`config.mk`:
```
export PLATFORM = sky130hd
export DESIGN_NAME = axilite_arbiter_2to1
export DESIGN_NICKNAME = d
export VERILOG_FILES = /design/src/rtl/axilite_arbiter_2to1.sv
export SDC_FILE = /design/constraint.sdc
export NUM_CORES = 1
export LEC_CHECK = 0
export CAP_MARGIN = 40
export CORE_AREA = 2 2 173 175
export DETAILED_ROUTE_END_ITERATION = 10
export DIE_AREA = 0 0 175 177
export MAX_ROUTING_LAYER = met4
export PLACE_DENSITY = 0.39
export SETUP_SLACK_MARGIN = 0.3
export SLEW_MARGIN = 0
export SYNTH_ARGS = -nofsm -noshare
export SYNTH_HDL_FRONTEND = slang
export SYNTH_SLANG_ARGS = --single-unit
```
`constraint.sdc`:
```
create_clock -name s_axi_aclk -period 2.7 [get_ports s_axi_aclk]
set_input_delay 0.54 -clock s_axi_aclk [delete_from_list [all_inputs] [get_ports s_axi_aclk]]
set_output_delay 0.54 -clock s_axi_aclk [all_outputs]
set_load 0.005 [all_outputs]
```
`src/rtl/axilite_arbiter_2to1.sv`:
```
// Two-requester AXI-Lite arbiter: round-robin grant of a single master port,
// one transaction (write or read) in flight at a time.
module axilite_arbiter_2to1 #(
    parameter int ADDR_WIDTH = 32,
    parameter int DATA_WIDTH = 32
) (
    input  logic                        s_axi_aclk,
    input  logic                        s_axi_aresetn,
    // requester side, index i = requester i
    input  logic [1:0]                  s_axi_awvalid,
    output logic [1:0]                  s_axi_awready,
    input  logic [2*ADDR_WIDTH-1:0]     s_axi_awaddr,
    input  logic [1:0]                  s_axi_wvalid,
    output logic [1:0]                  s_axi_wready,
    input  logic [2*DATA_WIDTH-1:0]     s_axi_wdata,
    input  logic [2*DATA_WIDTH/8-1:0]   s_axi_wstrb,
    output logic [1:0]                  s_axi_bvalid,
    input  logic [1:0]                  s_axi_bready,
    output logic [3:0]                  s_axi_bresp,
    input  logic [1:0]                  s_axi_arvalid,
    output logic [1:0]                  s_axi_arready,
    input  logic [2*ADDR_WIDTH-1:0]     s_axi_araddr,
    output logic [1:0]                  s_axi_rvalid,
    input  logic [1:0]                  s_axi_rready,
    output logic [2*DATA_WIDTH-1:0]     s_axi_rdata,
    output logic [3:0]                  s_axi_rresp,
    // shared master port
    output logic                        m_axi_awvalid,
    input  logic                        m_axi_awready,
    output logic [ADDR_WIDTH-1:0]       m_axi_awaddr,
    output logic                        m_axi_wvalid,
    input  logic                        m_axi_wready,
    output logic [DATA_WIDTH-1:0]       m_axi_wdata,
    output logic [DATA_WIDTH/8-1:0]     m_axi_wstrb,
    input  logic                        m_axi_bvalid,
    output logic                        m_axi_bready,
    input  logic [1:0]                  m_axi_bresp,
    output logic                        m_axi_arvalid,
    input  logic                        m_axi_arready,
    output logic [ADDR_WIDTH-1:0]       m_axi_araddr,
    input  logic                        m_axi_rvalid,
    output logic                        m_axi_rready,
    input  logic [DATA_WIDTH-1:0]       m_axi_rdata,
    input  logic [1:0]                  m_axi_rresp,
    output logic                        grant_id,
    output logic                        busy
);

    localparam int STRB_W = DATA_WIDTH / 8;

    typedef enum logic [2:0] {
        ST_IDLE  = 3'd0,
        ST_WRITE = 3'd1,
        ST_WRESP = 3'd2,
        ST_READ  = 3'd3,
        ST_RDATA = 3'd4
    } state_t;

    state_t r_state;
    state_t w_state_nxt;
    logic   r_grant;
    logic   r_rr_ptr;
    logic   r_aw_done;
    logic   r_w_done;
    logic   w_grant_nxt;
    logic   w_rr_nxt;
    logic   w_aw_done_nxt;
    logic   w_w_done_nxt;

    logic [1:0]              w_req;
    logic                    w_winner;
    logic                    w_awvalid_g;
    logic                    w_wvalid_g;
    logic                    w_arvalid_g;
    logic                    w_bready_g;
    logic                    w_rready_g;
    logic [ADDR_WIDTH-1:0]   w_awaddr_g;
    logic [ADDR_WIDTH-1:0]   w_araddr_g;
    logic [DATA_WIDTH-1:0]   w_wdata_g;
    logic [STRB_W-1:0]       w_wstrb_g;

    // Place a single handshake bit into the granted requester's lane.
    function automatic logic [1:0] steer(input logic sel, input logic val);
        steer = sel ? {val, 1'b0} : {1'b0, val};
    endfunction

    assign w_req    = s_axi_awvalid | s_axi_arvalid;
    assign w_winner = w_req[r_rr_ptr] ? r_rr_ptr : ~r_rr_ptr;

    assign w_awvalid_g = s_axi_awvalid[r_grant];
    assign w_wvalid_g  = s_axi_wvalid[r_grant];
    assign w_arvalid_g = s_axi_arvalid[r_grant];
    assign w_bready_g  = s_axi_bready[r_grant];
    assign w_rready_g  = s_axi_rready[r_grant];
    assign w_awaddr_g  = r_grant ? s_axi_awaddr[2*ADDR_WIDTH-1:ADDR_WIDTH] : s_axi_awaddr[ADDR_WIDTH-1:0];
    assign w_araddr_g  = r_grant ? s_axi_araddr[2*ADDR_WIDTH-1:ADDR_WIDTH] : s_axi_araddr[ADDR_WIDTH-1:0];
    assign w_wdata_g   = r_grant ? s_axi_wdata[2*DATA_WIDTH-1:DATA_WIDTH] : s_axi_wdata[DATA_WIDTH-1:0];
    assign w_wstrb_g   = r_grant ? s_axi_wstrb[2*STRB_W-1:STRB_W] : s_axi_wstrb[STRB_W-1:0];

    assign grant_id = r_grant;
    assign busy     = (r_state != ST_IDLE);

    // State, grant, round-robin pointer and write-handshake flags.
    always_ff @(posedge s_axi_aclk or negedge s_axi_aresetn) begin
        if (!s_axi_aresetn) begin
            r_state   <= ST_IDLE;
            r_grant   <= 1'b0;
            r_rr_ptr  <= 1'b0;
            r_aw_done <= 1'b0;
            r_w_done  <= 1'b0;
        end else begin
            r_state   <= w_state_nxt;
            r_grant   <= w_grant_nxt;
            r_rr_ptr  <= w_rr_nxt;
            r_aw_done <= w_aw_done_nxt;
            r_w_done  <= w_w_done_nxt;
        end
    end

    // Next-state logic and channel routing between the granted requester and the master port.
    always_comb begin
        w_state_nxt   = r_state;
        w_grant_nxt   = r_grant;
        w_rr_nxt      = r_rr_ptr;
        w_aw_done_nxt = r_aw_done;
        w_w_done_nxt  = r_w_done;
        s_axi_awready = 2'b00;
        s_axi_wready  = 2'b00;
        s_axi_bvalid  = 2'b00;
        s_axi_bresp   = 4'b0000;
        s_axi_arready = 2'b00;
        s_axi_rvalid  = 2'b00;
        s_axi_rdata   = {(2*DATA_WIDTH){1'b0}};
        s_axi_rresp   = 4'b0000;
        m_axi_awvalid = 1'b0;
        m_axi_awaddr  = {ADDR_WIDTH{1'b0}};
        m_axi_wvalid  = 1'b0;
        m_axi_wdata   = {DATA_WIDTH{1'b0}};
        m_axi_wstrb   = {STRB_W{1'b0}};
        m_axi_bready  = 1'b0;
        m_axi_arvalid = 1'b0;
        m_axi_araddr  = {ADDR_WIDTH{1'b0}};
        m_axi_rready  = 1'b0;

        case (r_state)
            ST_IDLE: begin
                if (|w_req) begin
                    w_grant_nxt = w_winner;
                    if (s_axi_awvalid[w_winner]) begin
                        w_state_nxt = ST_WRITE;
                    end else begin
                        w_state_nxt = ST_READ;
                    end
                end else begin
                    w_state_nxt = ST_IDLE;
                end
            end
            ST_WRITE: begin
                // A channel whose handshake already completed stays silent until WRESP.
                m_axi_awvalid = w_awvalid_g & ~r_aw_done;
                m_axi_awaddr  = r_aw_done ? {ADDR_WIDTH{1'b0}} : w_awaddr_g;
                m_axi_wvalid  = w_wvalid_g & ~r_w_done;
                m_axi_wdata   = r_w_done ? {DATA_WIDTH{1'b0}} : w_wdata_g;
                m_axi_wstrb   = r_w_done ? {STRB_W{1'b0}} : w_wstrb_g;
                s_axi_awready = steer(r_grant, m_axi_awready & ~r_aw_done);
                s_axi_wready  = steer(r_grant, m_axi_wready & ~r_w_done);
                w_aw_done_nxt = r_aw_done | (w_awvalid_g & m_axi_awready);
                w_w_done_nxt  = r_w_done | (w_wvalid_g & m_axi_wready);
                if (w_aw_done_nxt && w_w_done_nxt) begin
                    w_state_nxt = ST_WRESP;
                end else begin
                    w_state_nxt = ST_WRITE;
                end
            end
            ST_WRESP: begin
                s_axi_bvalid = steer(r_grant, m_axi_bvalid);
                s_axi_bresp  = r_grant ? {m_axi_bresp, 2'b00} : {2'b00, m_axi_bresp};
                m_axi_bready = w_bready_g;
                if (m_axi_bvalid && w_bready_g) begin
                    w_aw_done_nxt = 1'b0;
                    w_w_done_nxt  = 1'b0;
                    w_rr_nxt      = ~r_grant;
                    w_state_nxt   = ST_IDLE;
                end else begin
                    w_state_nxt = ST_WRESP;
                end
            end
            ST_READ: begin
                m_axi_arvalid = w_arvalid_g;
                m_axi_araddr  = w_araddr_g;
                s_axi_arready = steer(r_grant, m_axi_arready);
                if (w_arvalid_g && m_axi_arready) begin
                    w_state_nxt = ST_RDATA;
                end else begin
                    w_state_nxt = ST_READ;
                end
            end
            ST_RDATA: begin
                s_axi_rvalid = steer(r_grant, m_axi_rvalid);
                s_axi_rdata  = r_grant ? {m_axi_rdata, {DATA_WIDTH{1'b0}}} : {{DATA_WIDTH{1'b0}}, m_axi_rdata};
                s_axi_rresp  = r_grant ? {m_axi_rresp, 2'b00} : {2'b00, m_axi_rresp};
                m_axi_rready = w_rready_g;
                if (m_axi_rvalid && w_rready_g) begin
                    w_rr_nxt    = ~r_grant;
                    w_state_nxt = ST_IDLE;
                end else begin
                    w_state_nxt = ST_RDATA;
                end
            end
            default: begin
                w_aw_done_nxt = 1'b0;
                w_w_done_nxt  = 1'b0;
                w_state_nxt   = ST_IDLE;
            end
        endcase
    end

endmodule

```
# Yosys cells after proc, flatten, opt, wreduce, memory -nomap -nowiden
# Index checks and enable logic that the tools add are counted.
# Widths: inputs -> output; s select.
[totals] register_bits=7 out_inout_bits=189 word_cells=100 inputBits=253
[op_classes] bitwise=14 n_lt_le_gt_ge=3 eq_ne=6 n_mux=60 reduce_logical=12
[ops] operator="$mux 32" n=8
[ops] operator="$mux 64" n=2
[ops] operator="$mux 4" n=7
[ops] operator="$mux 2" n=13
[ops] operator="$mux 1" n=23
[ops] operator="$pmux 3 s5" n=1
[ops] operator="$mux 3" n=3
[ops] operator="$and 1x1->1" n=6
[ops] operator="$eq 3x2->1 const B" n=2
[ops] operator="$lt 1x2->1 const B" n=3
[ops] operator="$pmux 1 s3" n=2
[ops] operator="$not 1->1" n=5
[ops] operator="$logic_and 1x1->1" n=4
[ops] operator="$ne 2x2->1 const B" n=2
[ops] operator="$reduce_and 2->1" n=2
[ops] operator="$eq 3x1->1 const B" n=1
[ops] operator="$eq 3x3->1 const B" n=1
[ops] operator="$logic_not 3->1" n=1
[ops] operator="$reduce_and 3->1" n=1
[ops] operator="$reduce_bool 3->1" n=1
[ops] operator="$reduce_or 3->1" n=1
[ops] operator="$or 1x1->1" n=2
[ops] operator="$or 2x2->2" n=1
[ops] operator="$pmux 1 s2" n=1
[ops] operator="other kinds (2)" n=2

# Logic depth before layout (Yosys ltp)
# Gate-level depths: netlist of the first run.
[logic_depth] ltp_word=9 mapped_depth=6

# Worst setup path after synthesis of the first run
# OpenSTA, ideal clock, no wires.
[synth_timing] kind="flip-flop to output port" startpoint="reg r_grant, in the netlist grant_id" endpoint="out m_axi_awaddr[10]" setup_slack_ps=903 t_required_ps=2160 n_path_buf=4 path_stages_with_launch=7 arrival_time_ps=1257 path_cell_list="dfrtp_1 buf_6 buf_6 buf_4 buf_4 mux2i_1 nor2_1"
[synth_via] elab_chain_len=3
[synth_rtl] element="start, declared" line="61" rtl="logic r_grant;"
[synth_rtl] element="start signal, assigned" line="113" rtl="r_grant <= w_grant_nxt;"
[synth_rtl] element="$mux 32" line="95" rtl="assign w_awaddr_g = r_grant ? s_axi_awaddr[2*ADDR_WIDTH-1:ADDR_WIDTH] : s_axi_awaddr[ADDR_WIDTH-1:0];"
[synth_rtl] element="$mux 32" line="161" rtl="m_axi_awaddr = r_aw_done ? {ADDR_WIDTH{1'b0}} : w_awaddr_g;"
[synth_rtl] element="$mux 32" line="145" rtl="case (r_state)"
[synth_rtl] element="end, declared" line="30" rtl="output logic [ADDR_WIDTH-1:0] m_axi_awaddr,"
# Every way passes these cells.

# Worst setup path in the final report of the first run
[layout_timing] startpoint="reg r_state[1]" endpoint="out s_axi_rdata[7]"
[layout_via] elab_chain_len=2
[layout_rtl] element="start, declared" line="59" rtl="state_t r_state;"
[layout_rtl] element="start signal, assigned" line="112" rtl="r_state <= w_state_nxt;"
[layout_rtl] element="$eq 3x3->1" line="145"
[layout_rtl] element="$mux 64" line="145"
[layout_rtl] element="end, declared" line="25" rtl="output logic [2*DATA_WIDTH-1:0] s_axi_rdata,"
# Every way passes these cells.

==> impl_metrics.ini, run 1 <==
[status]
outcome = finished clean

[job]
drv_cap = 0

[sta]
slew_violations = 0
rsz0062_at_grt = yes
finalSetupViolations = 0
post-route-min-period_ps = 2630
final_hold_viol_count = 0
tightest_slew_ps = 376
max_freq_ghz = 0.381
relSlewSlack_pct = 74.2
skew_ps = 2.23
post-route-period-util_pct = 97.3
finalSetupTns_ps = 0

[global_routing]
first_global_vias = 4709
grt_pass1_wl_um = 29400
grt_util_all_layers_pct = 12.9
grt_max_degree = 36
antenna_found_initial = 0
overflow = 0

[placement]
place_congestion = 0.730
postPlaceCellArea_um2 = 7640
place_inst = 1205
io_buffer_count = 441
hpwl_um = 16100

[hold_path]
hp-class = flip-flop to flip-flop

[finish]
final_common_cell = clkdlybuf4s50_1
fin_area_um2 = 8430
nFillCells = 3165
instances_no_fill = 1257
multi_input_area_um2 = 2370
drive_above_1_share_pct = 18.2
final_cell_mix = clkdlybuf4s50_1 (322), mux2i_1 (104), nor2_1 (103)
insertedDiodeCount = 0
regArea_um2 = 180
area_delta_synth_final_pct = 213
final_nets = 1121

[critical_path]
cp.arrival_ps = 2090
worstPathRequired_ps = 2160
startpoint_type = flip-flop
crit_fanout = 5
cp-end-kind = output pin
critPathKind = flip-flop to output pin

[floorplan]
die_x_um = 175
core-area_um2 = 29200
dieArea_um2 = 31000
die_y_um = 177
num_rows = 63
ios = 442
initial_core_util_pct = 9.20

[routing]
drt-total-wl_um = 21300
vias = 4512
first_pass_iters = 4
viasPerCell = 3.59
wl_per_cell_um = 17.0
drt_iter0_drc = 73
ant_nets = 0
route.detailed.drc = 0

[synthesis]
synth_cells = 385
yosysTopAreaCell = mux2i_1
ys_warn_count = 0
synth_edf_count = 0
ys_top_cells_by_area = mux2i_1 (39%), nor2_1 (16%), and2_2 (9.2%), and2_1 (8.6%), dfrtp_1 (6.5%)
ys.flop_type = dfrtp_1
ys_seq_elements = 7
syn-cell-area_um2 = 2690
async_reset_ff_share_pct = 100
syn-num-nets = 638
avgSynthCellArea_um2 = 6.99
synth_top_cell_area_share_pct = 39.4
yosysSeqAreaShare_pct = 6.51
synth_cell_types = 29

[power_and_ir_drop]
power_density_nw_per_um2 = 496
p_leak_nw = 4.69
ir_drop_v = 0.000309

[clock_tree]
cts_buffers = 3
h-tree-depth = 1
cts.path.max_buffers = 2
path_clk_slew_ps = 40
clk_latency_ps = 230
root_buffer = clkbuf_16
cts_tree = yes
cts_sinks = 7
## cells in the mapped netlist, types with 5 or more instances
master      n
dfrtp_1     7
and3_1      8
inv_1       8
nor2_1    114
nor3_1      5
buf_2      11
clkbuf_1    9
nand2_1     5
mux2i_1   106
and2_1     37
and2_2     33
o21ai_0     5
buf_6       8
nand3_1     5
## final timing paths
path,start,end,slack (ps),depth (start not counted)
max,r_state[1],s_axi_rdata[7],70,6
max in group asynchronous,s_axi_aresetn,grant_id,1800,1
min reg2reg,r_aw_done,r_aw_done,510,2
min,r_aw_done,r_aw_done,510,2
max reg2reg,grant_id,r_rr_ptr,850,6
min in group asynchronous,s_axi_aresetn,r_w_done,590,1
## flip-flops by register name, indices dropped and copies added (netlist names)
name       count
r_state        3
grant_id       1
r_aw_done      1
r_rr_ptr       1
r_w_done       1
## layer usage
metal / GRT usage, % / vias up / routed length, um
met5: - / - / 0
met4: 1.88 / 0 / 206
met3: 1.95 / 12 / 1370
met2: 25.1 / 253 / 11700
met1: 14.0 / 1988 / 8070
li1: - / 2259 / -
## final cells by class
type,count,area share (%)
Sequential cell,7,2.14
Timing Repair Buffer,509,62.7
Multi-Input combinational cell,339,28.1
Tap cell,390,5.79
Inverter,8,0.356
Clock buffer,4,0.935
## worst max-delay path, cell delays in order, from the launching register on
cell and delay, ps:
dfrtp_2 400, or3b_4 420, nor2_4 140, buf_6 150
buf_16 120, and2_2 130, clkdlybuf4s50_1 490
## stage by stage
stage | setup slack, ps | hold WS [ps] | utilization (%) | total power [mW]
after floorplan | 903 | 244 | - | 1.77
after global routing | 4.91 | 544 | 28.8 | 4.51
after CTS | 52.6 | 513 | 27.9 | 4.18
after global placement | 88.4 | 515 | 26.1 | 3.49
after detailed placement | 146 | 506 | 26.1 | 3.47
final | 73.8 | 508 | 28.8 | 4.19
## logic make-up after synthesis
logic type             share of synthesized area [%]
muxes                                           39.4
AOI/OAI and AO/OA                               4.65
buffers and inverters                           8.60
DFF                                             6.51
and+or+nand+nor                                 40.8
## power breakdown
group | internal (mW) | total, mW | switching (mW)
clock network | 0.197 | 0.255 | 0.0582
logic | 2.10 | 3.72 | 1.61
registers | 0.162 | 0.213 | 0.0513
total | 2.46 | 4.19 | 1.72
## timing repair
action | 4_1_cts | 5_1_grt
gates resized for setup | 95 | 136
gates cloned | 9 | 3
hold buffers | 0 | 0
pin swaps | 2 | 5
endpoints found under the setup margin | 185 | 153
buffers inserted | 20 | 16
No activity file was read; power rests on OpenSTA's default activity.
==> run 2: changes to the inputs <==
GPL_TIMING_DRIVEN = 0   (was unset)
==> run 2 against run 1 <==
  * Routed wire length grew 1.9%
  * Cell count grew 2.2%
  * Power grew 7.3%
  * Critical path type unchanged
  * Global-route usage is essentially flat
  * Critical path depth grew 4
==> impl_metrics.ini, run 2 (synthesized netlist as in run 1, its figures left out) <==
[finish]
drive_above_1_share_pct = 25.6
fin_area_um2 = 8740
regMostFlops = r_state
final_cell_mix = clkdlybuf4s50_1 (278), nor2_1 (112), mux2i_1 (99)
insertedDiodeCount = 0
final_nets = 1149
final_common_cell = clkdlybuf4s50_1
area_delta_synth_final_pct = 225
largest_register_ffs = 3

[floorplan]
initial_core_util_pct = 9.20
num_rows = 63
dieArea_um2 = 31000
core-area_um2 = 29200
die_x_um = 175
ios = 442
die_y_um = 177

[status]
outcome = finished clean

[clock_tree]
cts_hold_buf = 0
h-tree-depth = 1
root_buffer = clkbuf_16
cts_buffers = 3
cts.path.max_buffers = 2
clk_latency_ps = 230
cts_tree = yes
cts_sinks = 7
path_clk_slew_ps = 40

[critical_path]
cp.arrival_ps = 2010
path_common_cell = buf_6
path_buf_inv = 7
cp-end-kind = output pin
r2r_slack_ps = 940
worstPathRequired_ps = 2160
startpoint_type = flip-flop
max_stage_delay_ps = 440
path_delay_family = buffers and inverters
slowest_stage = or3b_4
crit_fanout = 7
path_cells = or3b_4 -> buf_6 -> nor2_4 -> buf_6 -> buf_6 -> buf_6 -> buf_6 -> buf_6 -> and2_1 -> buf_2
critPathKind = flip-flop to output pin

[power_and_ir_drop]
switchingPower_mw = 1.82
power_frac_comb_pct = 90.0
fin_total_pwr_mw = 4.49
ir_drop_v = 0.000264
p_sw_share_pct = 40.6
p_leak_nw = 5.14
power_density_nw_per_um2 = 514
p_seq_share_pct = 4.3
p_clk_share_pct = 5.7
intPower_mw = 2.67

[global_routing]
grt_max_degree = 11
antenna_found_initial = 0
grt_pass1_wl_um = 29400
overflow = 0
first_global_vias = 4750
grt_util_all_layers_pct = 12.9

[sta]
rsz0062_at_grt = yes
final_hold_viol_count = 0
skew_ps = 0.797
slew_violations = 0
tightest_slew_ps = 394
relSlewSlack_pct = 73.7
finalSetupTns_ps = 0
max_freq_ghz = 0.392
finalSetupViolations = 0
post-route-min-period_ps = 2550
post-route-period-util_pct = 94.4

[placement]
place_congestion = 0.767
hpwl_um = 17300
io_buffer_count = 441
postPlaceCellArea_um2 = 7610

[routing]
wl_per_cell_um = 16.9
first_pass_iters = 4
drt_iter0_drc = 101
viasPerCell = 3.63
vias = 4662
drt-total-wl_um = 21700
ant_nets = 0
route.detailed.drc = 0

[job]
drv_cap = 0

[hold_path]
hp-class = flip-flop to flip-flop
run 2: cell types whose count changed in the layout (fill, tap and decap cells not counted), sizes merged, moves of 2 or more:
cell / delta
clkdlybuf4s50: -44
clkdlybuf4s15: +2
clkbuf: +4
dlymetal6s2s: +13
buf: +58
dlygate4sd2: -5
run 2: timing repair:
item,in CTS,in global routing
resized for setup,345,173
setup endpoints to repair,184,145
setup buffers,41,11
gates cloned,7,5
pin swaps,20,13
run 2: worst paths after layout:
path / startpoint / end / cells after the start
max: r_state[0] / s_axi_rdata[12] / 10
min: r_aw_done / r_aw_done / 2
max reg2reg: grant_id / r_state[0] / 6
min reg2reg: r_aw_done / r_aw_done / 2
max in group asynchronous: s_axi_aresetn / r_state[2] / 1
min in group asynchronous: s_axi_aresetn / r_aw_done / 1
run 2: layer usage:
metal,vias up,track usage [%],share of wire (%)
met5,-,-,0
met4,0,2.19,1.3
met3,14,1.85,6.1
met2,249,25.9,56
met1,2082,13.4,37
li1,2317,-,-
run 2: worst reg2reg max path, stage by stage (launching register included):
cell	delay, ps
dfrtp_1	360
buf_8	150
buf_4	160
mux2i_2	360
o21ai_0	170
a211o_1	320
a31oi_1	150
run 2: area by class of cell:
| cell class | count | area (um2) |
|---|---|---|
| plain buffers | 31 | 434 |
| clock buffers | 4 | 78.8 |
| fillers | 3146 | 20500 |
| inverters | 8 | 38.8 |
| multi-input cells | 340 | 2450 |
| flip-flops and latches | 7 | 176 |
| well taps | 390 | 488 |
| repair buffers | 505 | 5070 |
run 2: power by group through the flow:
stage                     sequential [mW]  combinational (mW)  clock [mW]
after detailed placement            0.197                3.24           0
after CTS                           0.195                3.81       0.259
after floorplan                     0.185                1.58           0
after global placement              0.197                3.26           0
final                               0.195                4.04       0.254
after global routing                0.204                4.35       0.267
run 2: metrics by stage:
stage	setup slack, ps	hold slack, ps	utilization (%)	cells
global placement	-423	497	26.0	1216
global route	76.9	567	29.9	1285
floorplan	903	244	-	385
finish	152	514	29.9	1285
CTS	73.9	512	28.4	1269
detailed placement	-348	505	26.0	1217
==> run 3: changes to the inputs <==
CORE_AREA = 2 2 174 176   (was 2 2 173 175)
DIE_AREA = 0 0 176 178   (was 0 0 175 177)
PLACE_DENSITY = 0.4   (was 0.39)
clock period = 2.3 ns   (was 2.7 ns; I/O delays follow)
==> run 3 against run 2 <==
  * The run now ends with negative setup slack left
  * Sequential power increased by 15%
  * Clock power increased by 20%
  * Clock skew increased by 0.63 ps
  * Sequential share of layout area decreased by 0.39 points
  * Largest power group unchanged
  * Critical path depth unchanged
  * Power up 84%
  * Register-to-register slack worse by 450 ps
  * Global-route usage increased by 1.4 points
  * Clock-buffer cell count decreased by 1
  * Worst hold slack got worse by 1.0 ps
  * Worst setup slack got worse by 270 ps
  * Flip-flop and latch count stayed put
==> impl_metrics.ini, run 3 (synthesized netlist as in run 1, its figures left out) <==
[status]
outcome = finished with violations
failed_checks = negative setup slack

[placement]
io_buffer_count = 441
dp_slack_ps = -574
place_congestion = 0.753
hpwl_um = 17800
postPlaceCellArea_um2 = 7590

[finish]
final_nets = 1262
insertedDiodeCount = 0
final_common_cell = clkdlybuf4s50_1
regMostFlops = r_state
fin_area_um2 = 10800
drive_above_1_share_pct = 59.7
largest_register_ffs = 3
final_cell_mix = clkdlybuf4s50_1 (253), buf_6 (175), buf_2 (100)
area_delta_synth_final_pct = 302

[clock_tree]
clk_latency_ps = 230
path_clk_slew_ps = 40
cts.path.max_buffers = 2
root_buffer = clkbuf_16
cts_sinks = 7
cts_tree = yes
h-tree-depth = 1
cts_buffers = 3
cts_hold_buf = 0

[floorplan]
initial_core_util_pct = 9.15
die_y_um = 178
die_x_um = 176
core-area_um2 = 29400
num_rows = 63
dieArea_um2 = 31300
ios = 442

[critical_path]
critPathKind = flip-flop to output pin
path_buf_inv = 7
cp.arrival_ps = 1960
path_cells = or3b_4 -> nor2_4 -> buf_12 -> buf_6 -> buf_6 -> buf_6 -> buf_6 -> buf_16 -> and2_4 -> buf_6
worstPathRequired_ps = 1840
max_stage_delay_ps = 430
regToRegEndpoint = r_state[1]
r2r_slack_ps = 490
path_common_cell = buf_6
worst_r2r_path_depth = 9
startpoint_type = flip-flop
cp-end-kind = output pin
crit_fanout = 5
slowest_stage = or3b_4
r2r-start = grant_id
path_delay_family = simple AND/OR/NAND/NOR gates

[hold_path]
hp-class = input port to async pin

[routing]
drt_iter0_drc = 77
drt-total-wl_um = 24300
wl_per_cell_um = 17.4
vias = 5216
ant_nets = 0
viasPerCell = 3.73
first_pass_iters = 4
route.detailed.drc = 0

[sta]
max_freq_ghz = 0.413
post-route-min-period_ps = 2420
tightest_slew_ps = 378
final_hold_viol_count = 0
slew_violations = 0
relSlewSlack_pct = 74.7
post-route-period-util_pct = 105
skew_ps = 1.43
finalWorstSetupSlack_ps = -121
rsz0062_at_grt = yes
finalSetupViolations = 49

[power_and_ir_drop]
p_leak_nw = 4.98
ir_drop_v = 0.000434
power_density_nw_per_um2 = 763
fin_total_pwr_mw = 8.25

[global_routing]
grt_util_all_layers_pct = 14.3
first_global_vias = 5392
overflow = 0
antenna_found_initial = 0
grt_max_degree = 11
grt_pass1_wl_um = 33000

[job]
drv_cap = 0
## run 3: cell count changes in the layout (fill, tap and decap cells not counted), moves of 21 or more
cell,previous run,this run
and2_1,24,3
clkdlybuf4s50_1,278,253
mux2i_1,99,70
nor2_4,4,54
nor2_1,112,40
dlygate4sd2_1,32,0
nor2_2,1,23
buf_6,57,175
buf_12,6,28
dlymetal6s2s_1,64,0
and2_4,25,65
buf_2,25,100
buf_8,8,29
## run 3: final cells by class
| cell class | instances | area [um2] |
|---|---|---|
| Multi-Input combinational cell | 339 | 3270 |
| Buffer | 31 | 559 |
| Tap cell | 390 | 488 |
| Inverter | 8 | 41.3 |
| Timing Repair Buffer | 619 | 6200 |
| Clock inverter | 1 | 5.00 |
| Sequential cell | 7 | 176 |
| Clock buffer | 3 | 75.1 |
| Fill cell | 3005 | 18600 |
## run 3: worst max path at each step
stage / to / startpoint / slack (ps) / depth (start not counted)
after floorplan: m_axi_awaddr[10] / grant_id / 580 / 6
after global placement: m_axi_awaddr[29] / r_state[2] / -600 / 5
after detailed placement: m_axi_awaddr[29] / r_state[2] / -570 / 5
after CTS: s_axi_rdata[33] / r_state[1] / -130 / 7
after global routing: s_axi_rdata[10] / r_state[0] / -180 / 10
final: s_axi_rdata[10] / r_state[2] / -120 / 10
## run 3: repair_timing
item | in CTS | in global routing
setup buffers | 122 | 38
setup endpoints to repair | 188 | 187
gates cloned | 16 | 2
gates resized for setup | 1024 | 310
pin swaps | 79 | 66
## run 3: where the power goes
part	switching (mW)	leakage, nW	total (mW)	internal, mW
sequential	0.0422	0.0799	0.225	0.183
clock	0.0753	0.0409	0.304	0.229
combinational	3.02	4.86	7.72	4.70
total	3.14	4.98	8.25	5.11
## run 3: per-stage QoR
stage          hold slack (ps)  setup TNS [ps]  util [%]  instances
2_1_floorplan              164               0         -        385
3_3_place_gp               497          -32690      25.8       1216
3_5_place_dp               511          -29890      25.8       1216
4_1_cts                    519           -3690      31.8       1358
5_1_grt                    539           -7680      36.8       1398
6_report                   513           -2570      36.8       1398
## run 3: routing by layer
layer / up-vias / wire, um / GRT usage [%]
met5: - / 0 / -
met4: 0 / 299 / 2.44
met3: 18 / 1400 / 2.51
met2: 257 / 13500 / 27.9
met1: 2403 / 9160 / 15.3
li1: 2538 / - / -
